===== src/rtl/calc_pkg.sv =====
// ============================================================================
// calc_pkg : shared state/op encodings and constants for the calculator core
// Rev 1.0
// ============================================================================
`default_nettype none

package calc_pkg;

  typedef enum logic [2:0] {
    ST_IDLE    = 3'd0,
    ST_ENTER_A = 3'd1,
    ST_ENTER_B = 3'd2,
    ST_CALC    = 3'd3,
    ST_SHOW    = 3'd4,
    ST_ERR     = 3'd5
  } state_t;

  typedef enum logic [1:0] {
    OP_ADD = 2'd0,
    OP_SUB = 2'd1,
    OP_MUL = 2'd2,
    OP_DIV = 2'd3
  } op_t;

  // Key vector layout: [9:0] digits, [13:10] ops, [14] eq, [15] clr
  localparam int NUM_KEYS = 16;

  function automatic int pow10(input int n);
    int r;
    r = 1;
    for (int i = 0; i < n; i++) r = r * 10;
    return r;
  endfunction

endpackage

`default_nettype wire


===== src/rtl/calc_seqarith.sv =====
// ============================================================================
// calc_seqarith : multicycle shift-add multiplier (restoring divider with CALC_DIV_EN)
// Rev 1.0
// ============================================================================
`default_nettype none

module calc_seqarith
  import calc_pkg::*;
#(
  parameter int VAL_W   = 14,
  parameter int MAX_VAL = 9999
) (
  input  logic             clk,
  input  logic             rst,
  input  logic             start,
  input  logic [VAL_W-1:0] a,
  input  logic [VAL_W-1:0] b,
  input  op_t              op,
  input  logic             abort,
  output logic             done,
  output logic [VAL_W-1:0] result,
  output logic             ovf,
  output logic             busy
);

  localparam int CW = $clog2(VAL_W);
  localparam logic [2*VAL_W-1:0] MAX_WIDE = (2*VAL_W)'(MAX_VAL);

  logic               run_q;
  logic               done_q;
  logic [CW-1:0]      iter_q;
  logic [2*VAL_W-1:0] prod_q;
  logic [2*VAL_W-1:0] mcand_q;
  logic [VAL_W-1:0]   mplier_q;
  logic               accept;

`ifdef CALC_DIV_EN
  assign accept = start && (op == OP_MUL || op == OP_DIV);
`else
  assign accept = start && (op == OP_MUL);
`endif

  // One operand bit per cycle; done is registered so the final partial sum is settled
  always_ff @(posedge clk or posedge rst) begin
    if (rst) begin
      run_q    <= 1'b0;
      done_q   <= 1'b0;
      iter_q   <= '0;
      prod_q   <= '0;
      mcand_q  <= '0;
      mplier_q <= '0;
    end else if (abort) begin
      run_q  <= 1'b0;
      done_q <= 1'b0;
    end else begin
      done_q <= 1'b0;
      if (accept) begin
        run_q    <= 1'b1;
        iter_q   <= CW'(VAL_W - 1);
        prod_q   <= '0;
        mcand_q  <= {{VAL_W{1'b0}}, a};
        mplier_q <= b;
      end else if (run_q) begin
        if (mplier_q[0]) prod_q <= prod_q + mcand_q;
        mcand_q  <= mcand_q << 1;
        mplier_q <= mplier_q >> 1;
        if (iter_q == '0) begin
          run_q  <= 1'b0;
          done_q <= 1'b1;
        end else begin
          iter_q <= iter_q - 1'b1;
        end
      end
    end
  end

`ifdef CALC_DIV_EN
  logic             div_q;
  logic             dz_q;
  logic [VAL_W-1:0] rem_q;
  logic [VAL_W-1:0] quot_q;
  logic [VAL_W-1:0] dvsr_q;
  logic [VAL_W:0]   rem_sh;
  logic [VAL_W-1:0] rem_diff;
  logic             rem_ge;

  always_comb begin
    rem_sh   = {rem_q, quot_q[VAL_W-1]};
    rem_ge   = rem_sh >= {1'b0, dvsr_q};
    rem_diff = rem_sh[VAL_W-1:0] - dvsr_q;
  end

  always_ff @(posedge clk or posedge rst) begin
    if (rst) begin
      div_q  <= 1'b0;
      dz_q   <= 1'b0;
      rem_q  <= '0;
      quot_q <= '0;
      dvsr_q <= '0;
    end else if (accept) begin
      div_q  <= (op == OP_DIV);
      dz_q   <= (b == '0);
      rem_q  <= '0;
      quot_q <= a;
      dvsr_q <= b;
    end else if (run_q && !abort) begin
      rem_q  <= rem_ge ? rem_diff : rem_sh[VAL_W-1:0];
      quot_q <= {quot_q[VAL_W-2:0], rem_ge};
    end
  end

  assign result = div_q ? quot_q : prod_q[VAL_W-1:0];
  assign ovf    = div_q ? dz_q : (prod_q > MAX_WIDE);
`else
  assign result = prod_q[VAL_W-1:0];
  assign ovf    = prod_q > MAX_WIDE;
`endif

  assign done = done_q;
  assign busy = run_q;

endmodule

`default_nettype wire


===== src/rtl/calc_entry_core.sv =====
// ============================================================================
// calc_entry_core : key sync/edge detect, decimal operand entry and sign-magnitude
// arithmetic FSM. Optional divide enabled by macro CALC_DIV_EN.  Rev 1.0
// ============================================================================
`default_nettype none

module calc_entry_core
  import calc_pkg::*;
#(
  parameter int DIGITS      = 4,
  parameter int VAL_W       = 14,
  parameter int SYNC_STAGES = 2
) (
  input  logic                         clk,
  input  logic                         rst,
  input  logic [9:0]                   key_digit,
  input  logic [3:0]                   key_op,
  input  logic                         key_eq,
  input  logic                         key_clr,
  output logic [VAL_W-1:0]             disp_mag,
  output logic                         disp_neg,
  output logic [$clog2(DIGITS+1)-1:0]  digit_cnt,
  output logic [2:0]                   state,
  output logic                         busy,
  output logic                         res_valid,
  output logic                         err
);

  localparam int CNT_W   = $clog2(DIGITS + 1);
  localparam int MAX_VAL = pow10(DIGITS) - 1;
  localparam logic [VAL_W:0] MAX_EXT = (VAL_W + 1)'(MAX_VAL);
`ifdef CALC_DIV_EN
  localparam logic [3:0] OP_MASK = 4'b1111;
`else
  localparam logic [3:0] OP_MASK = 4'b0111;
`endif

  // ---------------- key synchroniser and rising-edge detect ----------------
  logic [NUM_KEYS-1:0] keys_raw;
  logic [NUM_KEYS-1:0] sync_q [SYNC_STAGES];
  logic [NUM_KEYS-1:0] prev_q;
  logic [NUM_KEYS-1:0] ev;

  assign keys_raw = {key_clr, key_eq, key_op, key_digit};

  always_ff @(posedge clk or posedge rst) begin
    if (rst) begin
      for (int i = 0; i < SYNC_STAGES; i++) sync_q[i] <= '0;
      prev_q <= '0;
    end else begin
      sync_q[0] <= keys_raw;
      for (int i = 1; i < SYNC_STAGES; i++) sync_q[i] <= sync_q[i-1];
      prev_q <= sync_q[SYNC_STAGES-1];
    end
  end

  assign ev = sync_q[SYNC_STAGES-1] & ~prev_q;

  logic [9:0] dig_ev;
  logic [3:0] op_ev;
  logic       eq_ev, clr_ev, dig_ok, op_ok;
  logic [3:0] dig_val;
  logic [1:0] op_idx;
  op_t        op_val;

  assign dig_ev = ev[9:0];
  assign op_ev  = ev[13:10] & OP_MASK;
  assign eq_ev  = ev[14];
  assign clr_ev = ev[15];
  assign dig_ok = $onehot(dig_ev);
  assign op_ok  = $onehot(op_ev);
  assign op_val = op_t'(op_idx);

  always_comb begin
    dig_val = '0;
    op_idx  = '0;
    for (int i = 0; i < 10; i++) if (dig_ev[i]) dig_val = 4'(i);
    for (int i = 0; i < 4; i++)  if (op_ev[i])  op_idx  = 2'(i);
  end

  // ---------------- datapath registers ----------------
  state_t           state_q, state_d;
  logic [VAL_W-1:0] acc_q, a_mag_q, b_mag_q;
  logic [CNT_W-1:0] cnt_q;
  logic             a_neg_q, b_neg_q, chain_q, err_q, res_valid_q;
  op_t              op_q, pend_op_q;

  // Digit append; IDLE/SHOW start a fresh operand, leading zeros are not counted
  logic             fresh;
  logic [VAL_W-1:0] base_acc, dig_acc;
  logic [CNT_W-1:0] base_cnt, dig_cnt;

  always_comb begin
    fresh    = (state_q == ST_IDLE) || (state_q == ST_SHOW);
    base_acc = fresh ? '0 : acc_q;
    base_cnt = fresh ? '0 : cnt_q;
    dig_acc  = base_acc;
    dig_cnt  = base_cnt;
    if (base_cnt < CNT_W'(DIGITS)) begin
      dig_acc = base_acc * VAL_W'(10) + VAL_W'(dig_val);
      dig_cnt = (base_cnt == '0 && dig_val == 4'd0) ? '0 : base_cnt + 1'b1;
    end
  end

  // Second operand: typed value, or A itself when nothing was typed
  logic [VAL_W-1:0] b_sel;
  logic             b_neg_sel;
  assign b_sel     = (cnt_q != '0) ? acc_q : a_mag_q;
  assign b_neg_sel = (cnt_q != '0) ? 1'b0 : a_neg_q;

  // ---------------- add/sub and result select ----------------
  logic             b_neg_eff, is_seq;
  logic [VAL_W:0]   a_ext, b_ext, as_mag;
  logic             as_neg;
  logic [VAL_W-1:0] res_mag;
  logic             res_neg, res_ovf;
  logic             sa_done, sa_ovf, sa_busy;
  logic [VAL_W-1:0] sa_result;

  assign is_seq = (op_q == OP_MUL) || (op_q == OP_DIV);

  always_comb begin
    b_neg_eff = b_neg_q ^ (op_q == OP_SUB);
    a_ext     = {1'b0, a_mag_q};
    b_ext     = {1'b0, b_mag_q};
    if (a_neg_q == b_neg_eff) begin
      as_mag = a_ext + b_ext;
      as_neg = a_neg_q;
    end else if (a_ext >= b_ext) begin
      as_mag = a_ext - b_ext;
      as_neg = a_neg_q;
    end else begin
      as_mag = b_ext - a_ext;
      as_neg = b_neg_eff;
    end
    if (is_seq) begin
      res_mag = sa_result;
      res_ovf = sa_ovf;
      res_neg = a_neg_q ^ b_neg_q;
    end else begin
      res_mag = as_mag[VAL_W-1:0];
      res_ovf = as_mag > MAX_EXT;
      res_neg = as_neg;
    end
    if (res_mag == '0) res_neg = 1'b0;
  end

  // ---------------- FSM ----------------
  logic ld_digit, ld_op_a, repl_op, go_calc, chain, eq_a, finish, start_seq;

  always_ff @(posedge clk or posedge rst) begin
    if (rst) state_q <= ST_IDLE;
    else     state_q <= state_d;
  end

  always_comb begin
    state_d  = state_q;
    ld_digit = 1'b0;
    ld_op_a  = 1'b0;
    repl_op  = 1'b0;
    go_calc  = 1'b0;
    chain    = 1'b0;
    eq_a     = 1'b0;
    finish   = 1'b0;
    if (clr_ev) begin
      state_d = ST_IDLE;
    end else begin
      case (state_q)
        ST_IDLE, ST_ENTER_A, ST_SHOW: begin
          if (eq_ev) begin
            if (state_q == ST_ENTER_A) begin
              eq_a    = 1'b1;
              state_d = ST_SHOW;
            end
          end else if (op_ok) begin
            ld_op_a = 1'b1;
            state_d = ST_ENTER_B;
          end else if (dig_ok) begin
            ld_digit = 1'b1;
            state_d  = ST_ENTER_A;
          end
        end
        ST_ENTER_B: begin
          if (eq_ev) begin
            go_calc = 1'b1;
            state_d = ST_CALC;
          end else if (op_ok) begin
            if (cnt_q == '0) begin
              repl_op = 1'b1;
            end else begin
              go_calc = 1'b1;
              chain   = 1'b1;
              state_d = ST_CALC;
            end
          end else if (dig_ok) begin
            ld_digit = 1'b1;
          end
        end
        ST_CALC: begin
          if (!is_seq || sa_done) begin
            finish = 1'b1;
            if (res_ovf)      state_d = ST_ERR;
            else if (chain_q) state_d = ST_ENTER_B;
            else              state_d = ST_SHOW;
          end
        end
        default: state_d = state_q;
      endcase
    end
    start_seq = go_calc && ((op_q == OP_MUL) || (op_q == OP_DIV));
  end

  always_ff @(posedge clk or posedge rst) begin
    if (rst) begin
      acc_q       <= '0;
      cnt_q       <= '0;
      a_mag_q     <= '0;
      a_neg_q     <= 1'b0;
      b_mag_q     <= '0;
      b_neg_q     <= 1'b0;
      op_q        <= OP_ADD;
      pend_op_q   <= OP_ADD;
      chain_q     <= 1'b0;
      err_q       <= 1'b0;
      res_valid_q <= 1'b0;
    end else if (clr_ev) begin
      acc_q       <= '0;
      cnt_q       <= '0;
      a_mag_q     <= '0;
      a_neg_q     <= 1'b0;
      b_mag_q     <= '0;
      b_neg_q     <= 1'b0;
      op_q        <= OP_ADD;
      pend_op_q   <= OP_ADD;
      chain_q     <= 1'b0;
      err_q       <= 1'b0;
      res_valid_q <= 1'b0;
    end else begin
      res_valid_q <= 1'b0;
      if (ld_digit) begin
        acc_q <= dig_acc;
        cnt_q <= dig_cnt;
      end
      if (ld_op_a) begin
        if (state_q != ST_SHOW) begin
          a_mag_q <= acc_q;
          a_neg_q <= 1'b0;
        end
        op_q  <= op_val;
        acc_q <= '0;
        cnt_q <= '0;
      end
      if (repl_op) op_q <= op_val;
      if (go_calc) begin
        b_mag_q   <= b_sel;
        b_neg_q   <= b_neg_sel;
        chain_q   <= chain;
        pend_op_q <= op_val;
        acc_q     <= '0;
        cnt_q     <= '0;
      end
      if (eq_a) begin
        a_mag_q     <= acc_q;
        a_neg_q     <= 1'b0;
        res_valid_q <= 1'b1;
      end
      if (finish) begin
        if (res_ovf) begin
          err_q <= 1'b1;
        end else begin
          a_mag_q     <= res_mag;
          a_neg_q     <= res_neg;
          res_valid_q <= 1'b1;
          if (chain_q) op_q <= pend_op_q;
        end
      end
    end
  end

  calc_seqarith #(
    .VAL_W   (VAL_W),
    .MAX_VAL (MAX_VAL)
  ) u_seqarith (
    .clk    (clk),
    .rst    (rst),
    .start  (start_seq),
    .a      (a_mag_q),
    .b      (b_sel),
    .op     (op_q),
    .abort  (clr_ev),
    .done   (sa_done),
    .result (sa_result),
    .ovf    (sa_ovf),
    .busy   (sa_busy)
  );

  // ---------------- display ----------------
  always_comb begin
    disp_mag = '0;
    disp_neg = 1'b0;
    case (state_q)
      ST_IDLE, ST_ENTER_A: disp_mag = acc_q;
      ST_ENTER_B: begin
        disp_mag = (cnt_q != '0) ? acc_q : a_mag_q;
        disp_neg = (cnt_q != '0) ? 1'b0 : a_neg_q;
      end
      ST_CALC, ST_SHOW: begin
        disp_mag = a_mag_q;
        disp_neg = a_neg_q;
      end
      default: begin
        disp_mag = '0;
        disp_neg = 1'b0;
      end
    endcase
  end

  assign digit_cnt = cnt_q;
  assign state     = state_q;
  assign busy      = sa_busy;
  assign res_valid = res_valid_q;
  assign err       = err_q;

endmodule

`default_nettype wire


===== config.mk =====
export PLATFORM = sky130hd
export DESIGN_NAME = calc_entry_core
export DESIGN_NICKNAME = d
export VERILOG_FILES = /design/src/rtl/calc_pkg.sv /design/src/rtl/calc_seqarith.sv /design/src/rtl/calc_entry_core.sv
export SDC_FILE = /design/constraint.sdc
export NUM_CORES = 1
export LEC_CHECK = 0
export ABC_AREA = 1
export BUFFER_PORTS_ARGS = -buffer_cell sky130_fd_sc_hd__buf_2
export CAP_MARGIN = 20
export CORE_MARGIN = 10
export CORE_UTILIZATION = 35
export DETAILED_ROUTE_END_ITERATION = 7
export GPL_ROUTABILITY_DRIVEN = 0
export PLACE_DENSITY = 0.57
export SYNTH_ARGS = -nofsm -noshare
export SYNTH_HDL_FRONTEND = slang
export SYNTH_SLANG_ARGS = --single-unit

===== constraint.sdc =====
create_clock -name clk -period 5.6 [get_ports clk]
set_input_delay 0.56 -clock clk [delete_from_list [all_inputs] [get_ports clk]]
set_output_delay 0.56 -clock clk [all_outputs]
set_load 0.05 [all_outputs]

# After elaboration in Yosys (flattened, before gate mapping)
# Index checks and enable logic that the tools add are counted.
[totals]
regBits = 181
input_bits = 18
elab_cells = 226
[classes]
n_addsub = 18
mul = 1
magnitude_cmp = 4
eq_ne = 19
n_mux = 127
bitwise = 5
n_reduce_logical = 31
[ops]
columns = ["operator", "n"]
rows = [
  ["$mux W14", 18],
  ["$mux W28", 5],
  ["$mux W1", 61],
  ["$mux W3", 18],
  ["$mux W4", 11],
  ["$pmux W14 S3", 1],
  ["$mux W15", 2],
  ["$sub A14 B14 Y15", 2],
  ["$add A28 B28 Y28", 1],
  ["$gt A28 B14 Y1 const B", 1],
  ["$mux W2", 9],
  ["$and A16 B16 Y16", 1],
  ["$not A16 Y16", 1],
  ["$add A14 B14 Y15", 1],
  ["$gt A15 B14 Y1 const B", 1],
  ["$add A14 B4 Y14", 1],
  ["$ge A14 B14 Y1", 1],
  ["$logic_not A14 Y1", 1],
  ["$mul A14 B3 Y13 const B", 1],
  ["$add A1 B1 Y2", 6],
  ["$ne A4 B4 Y1 const B", 3],
  ["$ne A6 B5 Y1 const B", 2],
  ["$reduce_bool A2 Y1", 5],
  ["$logic_not A3 Y1", 3],
  ["other kinds (33)", 49],
]

# Longest topological paths before layout
[depth]
ltp_word = 19
mapped_depth = 27
depth_no_buf = 26

# By module
# A second synthesis with hierarchy kept.
[hier_totals]
cells_unflattened = 2165
hier_area_um2 = 14545.2
[by_module_without_submodules]
columns = ["module", "n_inst", "cells_per_inst", "area_per_inst_um2", "seq_area_each_um2"]
rows = [
  ["calc_entry_core", 1, 1378, 9117.5, 2552.4],
  ["calc_seqarith", 1, 787, 5427.7, 1901.8],
]

# Worst setup path after synthesis
# No wires, ideal clock.
[synth_path]
kind = "flip-flop to flip-flop"
start = "register sync_q[0] (netlist bit)"
end = "register state_q[0], in the netlist state[0]"
setup_ns = 0.131
t_arrival_ns = 3.754
required_ns = 5.469
slack_ns = 1.715
path_stages_with_launch = 18
path_cell_list = "dfrtp_1 > inv_1 > nor2_1 > fa_1 > inv_1 > fa_1 > inv_1 > fa_1 > ha_1 > fa_1 > inv_1 > o2111ai_1 > nand3_1 > a21oi_1 > a2111oi_0 > nor2_1 > nand2_1 > o21ai_0"
[synth_via]
elab_chain_len = 8
[synth_lines]
columns = ["item", "line", "rtl"]
rows = [
  ["start, declared", "calc_entry_core.sv:40", "logic [NUM_KEYS-1:0] sync_q [SYNC_STAGES];"],
  ["$and A16 B16 Y16", "calc_entry_core.sv:57", "assign ev = sync_q[SYNC_STAGES-1] & ~prev_q;"],
  ["$add A1 B1 Y2 (not written as such)", "calc_entry_core.sv:70", "assign dig_ok = $onehot(dig_ev);"],
  ["$add A2 B2 Y3 (not written as such)", "calc_entry_core.sv:70", ""],
  ["$add A3 B3 Y4 (not written as such)", "calc_entry_core.sv:70", ""],
  ["$add A4 B2 Y4 (not written as such)", "calc_entry_core.sv:70", ""],
  ["$eq A4 B1 Y1", "calc_entry_core.sv:70", ""],
  ["$ne A5 B5 Y1 (no line)", "-", ""],
  ["$reduce_and A6 Y1 (no line)", "-", ""],
  ["end signal, assigned", "calc_entry_core.sv:153", "else state_q <= state_d;"],
  ["end, declared", "calc_entry_core.sv:82", "state_t state_q, state_d;"],
]
# Every way passes these cells.
# A chain may end at the register's enable or synchronous reset.

# Worst setup path after layout
[layout_path]
start = "register sync_q[0] (netlist bit)"
end = "register acc_q[6]"
[layout_via]
elab_chain_len = 12
[layout_lines]
columns = ["item", "line", "rtl"]
rows = [
  ["$and A16 B16 Y16", "calc_entry_core.sv:57", ""],
  ["$add A1 B1 Y2 (not written as such)", "calc_entry_core.sv:70", ""],
  ["$add A2 B2 Y3 (not written as such)", "calc_entry_core.sv:70", ""],
  ["$add A3 B3 Y4 (not written as such)", "calc_entry_core.sv:70", ""],
  ["$add A4 B2 Y4 (not written as such)", "calc_entry_core.sv:70", ""],
  ["$eq A4 B1 Y1", "calc_entry_core.sv:70", ""],
  ["$mux W1", "calc_entry_core.sv:178, calc_entry_core.sv:195", ""],
  ["$mux W1", "calc_entry_core.sv:187", "end else if (op_ok) begin"],
  ["$mux W1", "calc_entry_core.sv:184", "if (eq_ev) begin"],
  ["$mux W1", "-", ""],
  ["$mux W1", "calc_entry_core.sv:165", "if (clr_ev) begin"],
  ["$reduce_bool A4 Y1 (no line)", "-", ""],
  ["end signal, assigned", "calc_entry_core.sv:241", "acc_q <= dig_acc;"],
  ["end, declared", "calc_entry_core.sv:83", "logic [VAL_W-1:0] acc_q, a_mag_q, b_mag_q;"],
]
# Every way passes these cells.

==> impl_metrics.py <==
metrics = {
    "status": {
        "status": "finished, final reports clean",
    },
    "drt": {
        "route.detailed.drc": 0,
        "drt-pass1-iter-count": 5,
        "drt_iter0_markers": 859,
        "ant_nets": 0,
        "routed_via_density": 5.233,
        "vias": 11950,
        "wirelength_mm": 38.06,
        "wl_per_cell_um": 16.66,
    },
    "pwr": {
        "power.density_nw_per_um2": 469.9,
        "p_leak_nw": 7.237,
        "worst_ir_drop_vdd_v": 0.0003995,
    },
    "die": {
        "rows": 70,
        "coreArea_um2": 36700,
        "start_util_pct": 35.53,
        "die_w_um": 213,
        "pin_count": 42,
        "die_h_um": 213,
        "die-area_um2": 45370,
    },
    "yosys": {
        "synthesis.nets": 1908,
        "synth_area_per_cell_um2": 7.320,
        "syn-cell-area_um2": 13040,
        "synth_ff_type": "dfrtp_1",
        "ys_seq_area_share_pct": 34.17,
        "yosys-top-cells-area": "dfrtp_1 34%, nand2_1 12%, ha_1 9.2%",
        "syn_inst": 1781,
        "synth_most_common_cell": "nand2_1",
        "yosysTopAreaCell": "dfrtp_1",
        "synth_top_area_share_pct": 34.17,
        "yosys.cell_types.count": 60,
        "synth-seq-cells": 178,
        "synthArstFlopShare_pct": 100.0,
        "ys_warn_count": 0,
        "synth_edf_count": 0,
        "synth_commonest_cells": "422 x nand2_1, 266 x inv_1, 178 x dfrtp_1, 145 x nor2_1, 117 x o21ai_0",
    },
    "place": {
        "io_buffers": 40,
        "dp_hpwl_mm": 29.19,
    },
    "clocking": {
        "h-tree-depth": 4,
        "cts_buffer_depth": 2,
        "insertion_delay_ns": 0.44,
        "cts_tree": "done",
        "post_cts_buffers": 0,
        "holdBufCountCts": 0,
        "cts_sinks": 178,
        "cts.reportedPaths.clkPinSlew_ns": 0.07,
        "cts_resized": 0,
        "cts-root-buf": "clkbuf_16",
        "cts_made_buffers": 17,
    },
    "worst_setup_path": {
        "path_cells": "inv_1 > nor2_1 > fa_1 > inv_1 > fa_1 > inv_1 > fa_1 > ha_1 > fa_1 > inv_1 > o2111ai_1 > nor4_1 > nand2_1 > inv_1 > nand2_1 > o32ai_1",
        "critical_path_class": "reg2reg",
        "crit_arrival_ns": 4.80,
        "critPathMaxStageDelay_ns": 0.53,
        "r2r-start": "sync_q[0]$_DFF_PP0_",
        "cpMostUsedCell": "inv_1",
        "cp-start-kind": "flop",
        "cp.depth": 16,
        "worstReg2RegEnd": "acc_q[6]$_DFFE_PP0P_",
        "ff2ff_setup_slack_ns": 1.13,
        "cp.required_ns": 5.93,
        "worstSetupEndpointType": "flop",
        "crit_path_start": "sync_q[0]$_DFF_PP0_",
        "critPathBufInv": 5,
        "cp_top_family": "adder cells",
        "critPathMaxFanout": 9,
        "crit_path_top_delay_cell": "fa_1",
        "r2r_cells": 16,
    },
    "cells_and_area": {
        "fill_cells": 3842,
        "area_delta_synth_final_pct": 8.599,
        "multi_input_area_um2": 7188,
        "drive_gt1_share_pct": 9.031,
        "fin_nets": 1931,
        "antenna_cells": 0,
        "utilization_pct": 38.58,
        "seqCellArea_um2": 4454,
    },
    "timing": {
        "setup_tns_ns": 0,
        "skew_ns": 0.01289,
        "maxSlewViolCount": 0,
        "slew_headroom_pct": 27.23,
        "min_period_ns": 4.471,
        "setup_viol": 0,
        "rsz0062_at_grt": "no",
        "worst_slew_pin_slew_ns": 1.088,
        "max_freq_mhz": 223.7,
        "period_share_pct": 79.84,
        "hold_viol_final": 0,
    },
    "hold_path": {
        "min_path_type": "in2reg",
        "worstHoldEndpoint": "sync_q[16]$_DFF_PP0_",
        "worstHoldStart": "key_digit[0]",
        "min_path_cells": 1,
    },
    "grt": {
        "grt_pass1_vias": 11770,
        "track_usage_pct": 17.00,
        "overflow": 0,
        "antenna_found_initial": 0,
        "grt_max_degree": 130,
        "grt_pass1_wl_mm": 61.50,
    },
    "flow_run": {
        "drv_cap": 0,
    },
}
==> cells by family (layout without fill, tap and decap cells) <==
logic type / Yosys count / in the layout / share of synthesized area, %
buffers and inverters: 333 / 368 / 10.74
adders and majority gates: 109 / 109 / 11.21
DFF: 178 / 178 / 34.17
AOI/OAI and AO/OA: 357 / 357 / 15.93
and+or+nand+nor: 767 / 767 / 25.47
xor gates and xnor gates: 37 / 37 / 2.486
==> routing by layer <==
layer  GRT usage, %  wire (um)  vias to the layer above
met1          22.37      17610                     5663
met4          7.139       1247                        0
met3          2.551       2009                       74
met5              0          0                        -
met2          27.28      17200                      356
li1               -          -                     5860
==> worst max path at each step <==
stage | endpoint | slack (ns)
after global routing | u_seqarith.prod_q[17]$_DFFE_PP0P_ | 0.73
after CTS | acc_q[6]$_DFFE_PP0P_ | 1.10
after floorplan | a_mag_q[0]$_DFF_PP0_ | 0.21
after global placement | acc_q[6]$_DFFE_PP0P_ | 1.14
after detailed placement | acc_q[6]$_DFFE_PP0P_ | 1.13
final | acc_q[6]$_DFFE_PP0P_ | 1.13
==> area by class of cell <==
| type | count | share of cell area, % |
|---|---|---|
| Clock buffer | 19 | 3.128 |
| Clock inverter | 12 | 0.6981 |
| Tap cell | 468 | 4.136 |
| Inverter | 282 | 7.600 |
| Timing Repair Buffer | 55 | 2.209 |
| Sequential cell | 178 | 31.46 |
| Multi-Input combinational cell | 1270 | 50.77 |
==> flip-flops by register name, indices dropped and copies added, names as in the netlist, 2 cells and up <==
name / cells
a_mag_q: 14
acc_q: 14
b_mag_q: 14
digit_cnt: 3
op_q: 2
pend_op_q: 2
prev_q: 15
state: 3
sync_q: 30
u_seqarith.iter_q: 4
u_seqarith.mcand_q: 28
u_seqarith.mplier_q: 14
u_seqarith.prod_q: 28
==> worst reg2reg max path, delay by kind of cell (launching register included) <==
family / cells / cell delay [ns]
AO/OA/AOI/OAI: 2 / 0.46
adder cells (fa/ha/maj): 5 / 2.18
buffers and inverters: 5 / 0.49
flip-flops: 1 / 0.38
AND/OR/NAND/NOR: 4 / 0.85
==> report_power, final <==
| group | internal, mW | switching [mW] |
|---|---|---|
| Sequential | 1.48 | 0.183 |
| Combinational | 1.17 | 2.69 |
| Clock | 0.586 | 0.545 |
==> stage by stage <==
step	hold slack, ns	setup slack, ns	total power, mW	cell area (um^2)	cells
6_report	0.2215	1.129	6.653	14160	2284
5_1_grt	0.2095	0.7302	7.198	14160	2284
4_1_cts	0.2101	1.099	6.631	14160	2284
3_5_place_dp	0.3347	1.128	5.481	13620	2253
3_3_place_gp	0.3322	1.145	5.432	13620	2253
2_1_floorplan	0.3312	0.2097	4.583	13040	1781
==> cells in the final DEF (no fill, tap or decap), drive strengths merged, types with 5 or more instances in the layout <==
| cell | synthesis | routed |
|---|---|---|
| nor2 | 159 | 159 |
| dfrtp | 178 | 178 |
| or2 | 5 | 5 |
| inv | 281 | 286 |
| o21a | 6 | 6 |
| clkbuf | 23 | 19 |
| nand2 | 453 | 453 |
| nand4 | 15 | 15 |
| nor4 | 8 | 8 |
| xor2 | 26 | 26 |
| nand3 | 111 | 111 |
| buf | 28 | 55 |
| nor3 | 11 | 11 |
| o211ai | 8 | 8 |
| xnor2 | 11 | 11 |
| a21oi | 109 | 109 |
| fa | 13 | 13 |
| a221oi | 5 | 5 |
| o21ai | 126 | 126 |
| ha | 96 | 96 |
| o22ai | 62 | 62 |
| o221ai | 15 | 15 |
Note: power is estimated with default switching activity, not from simulation.
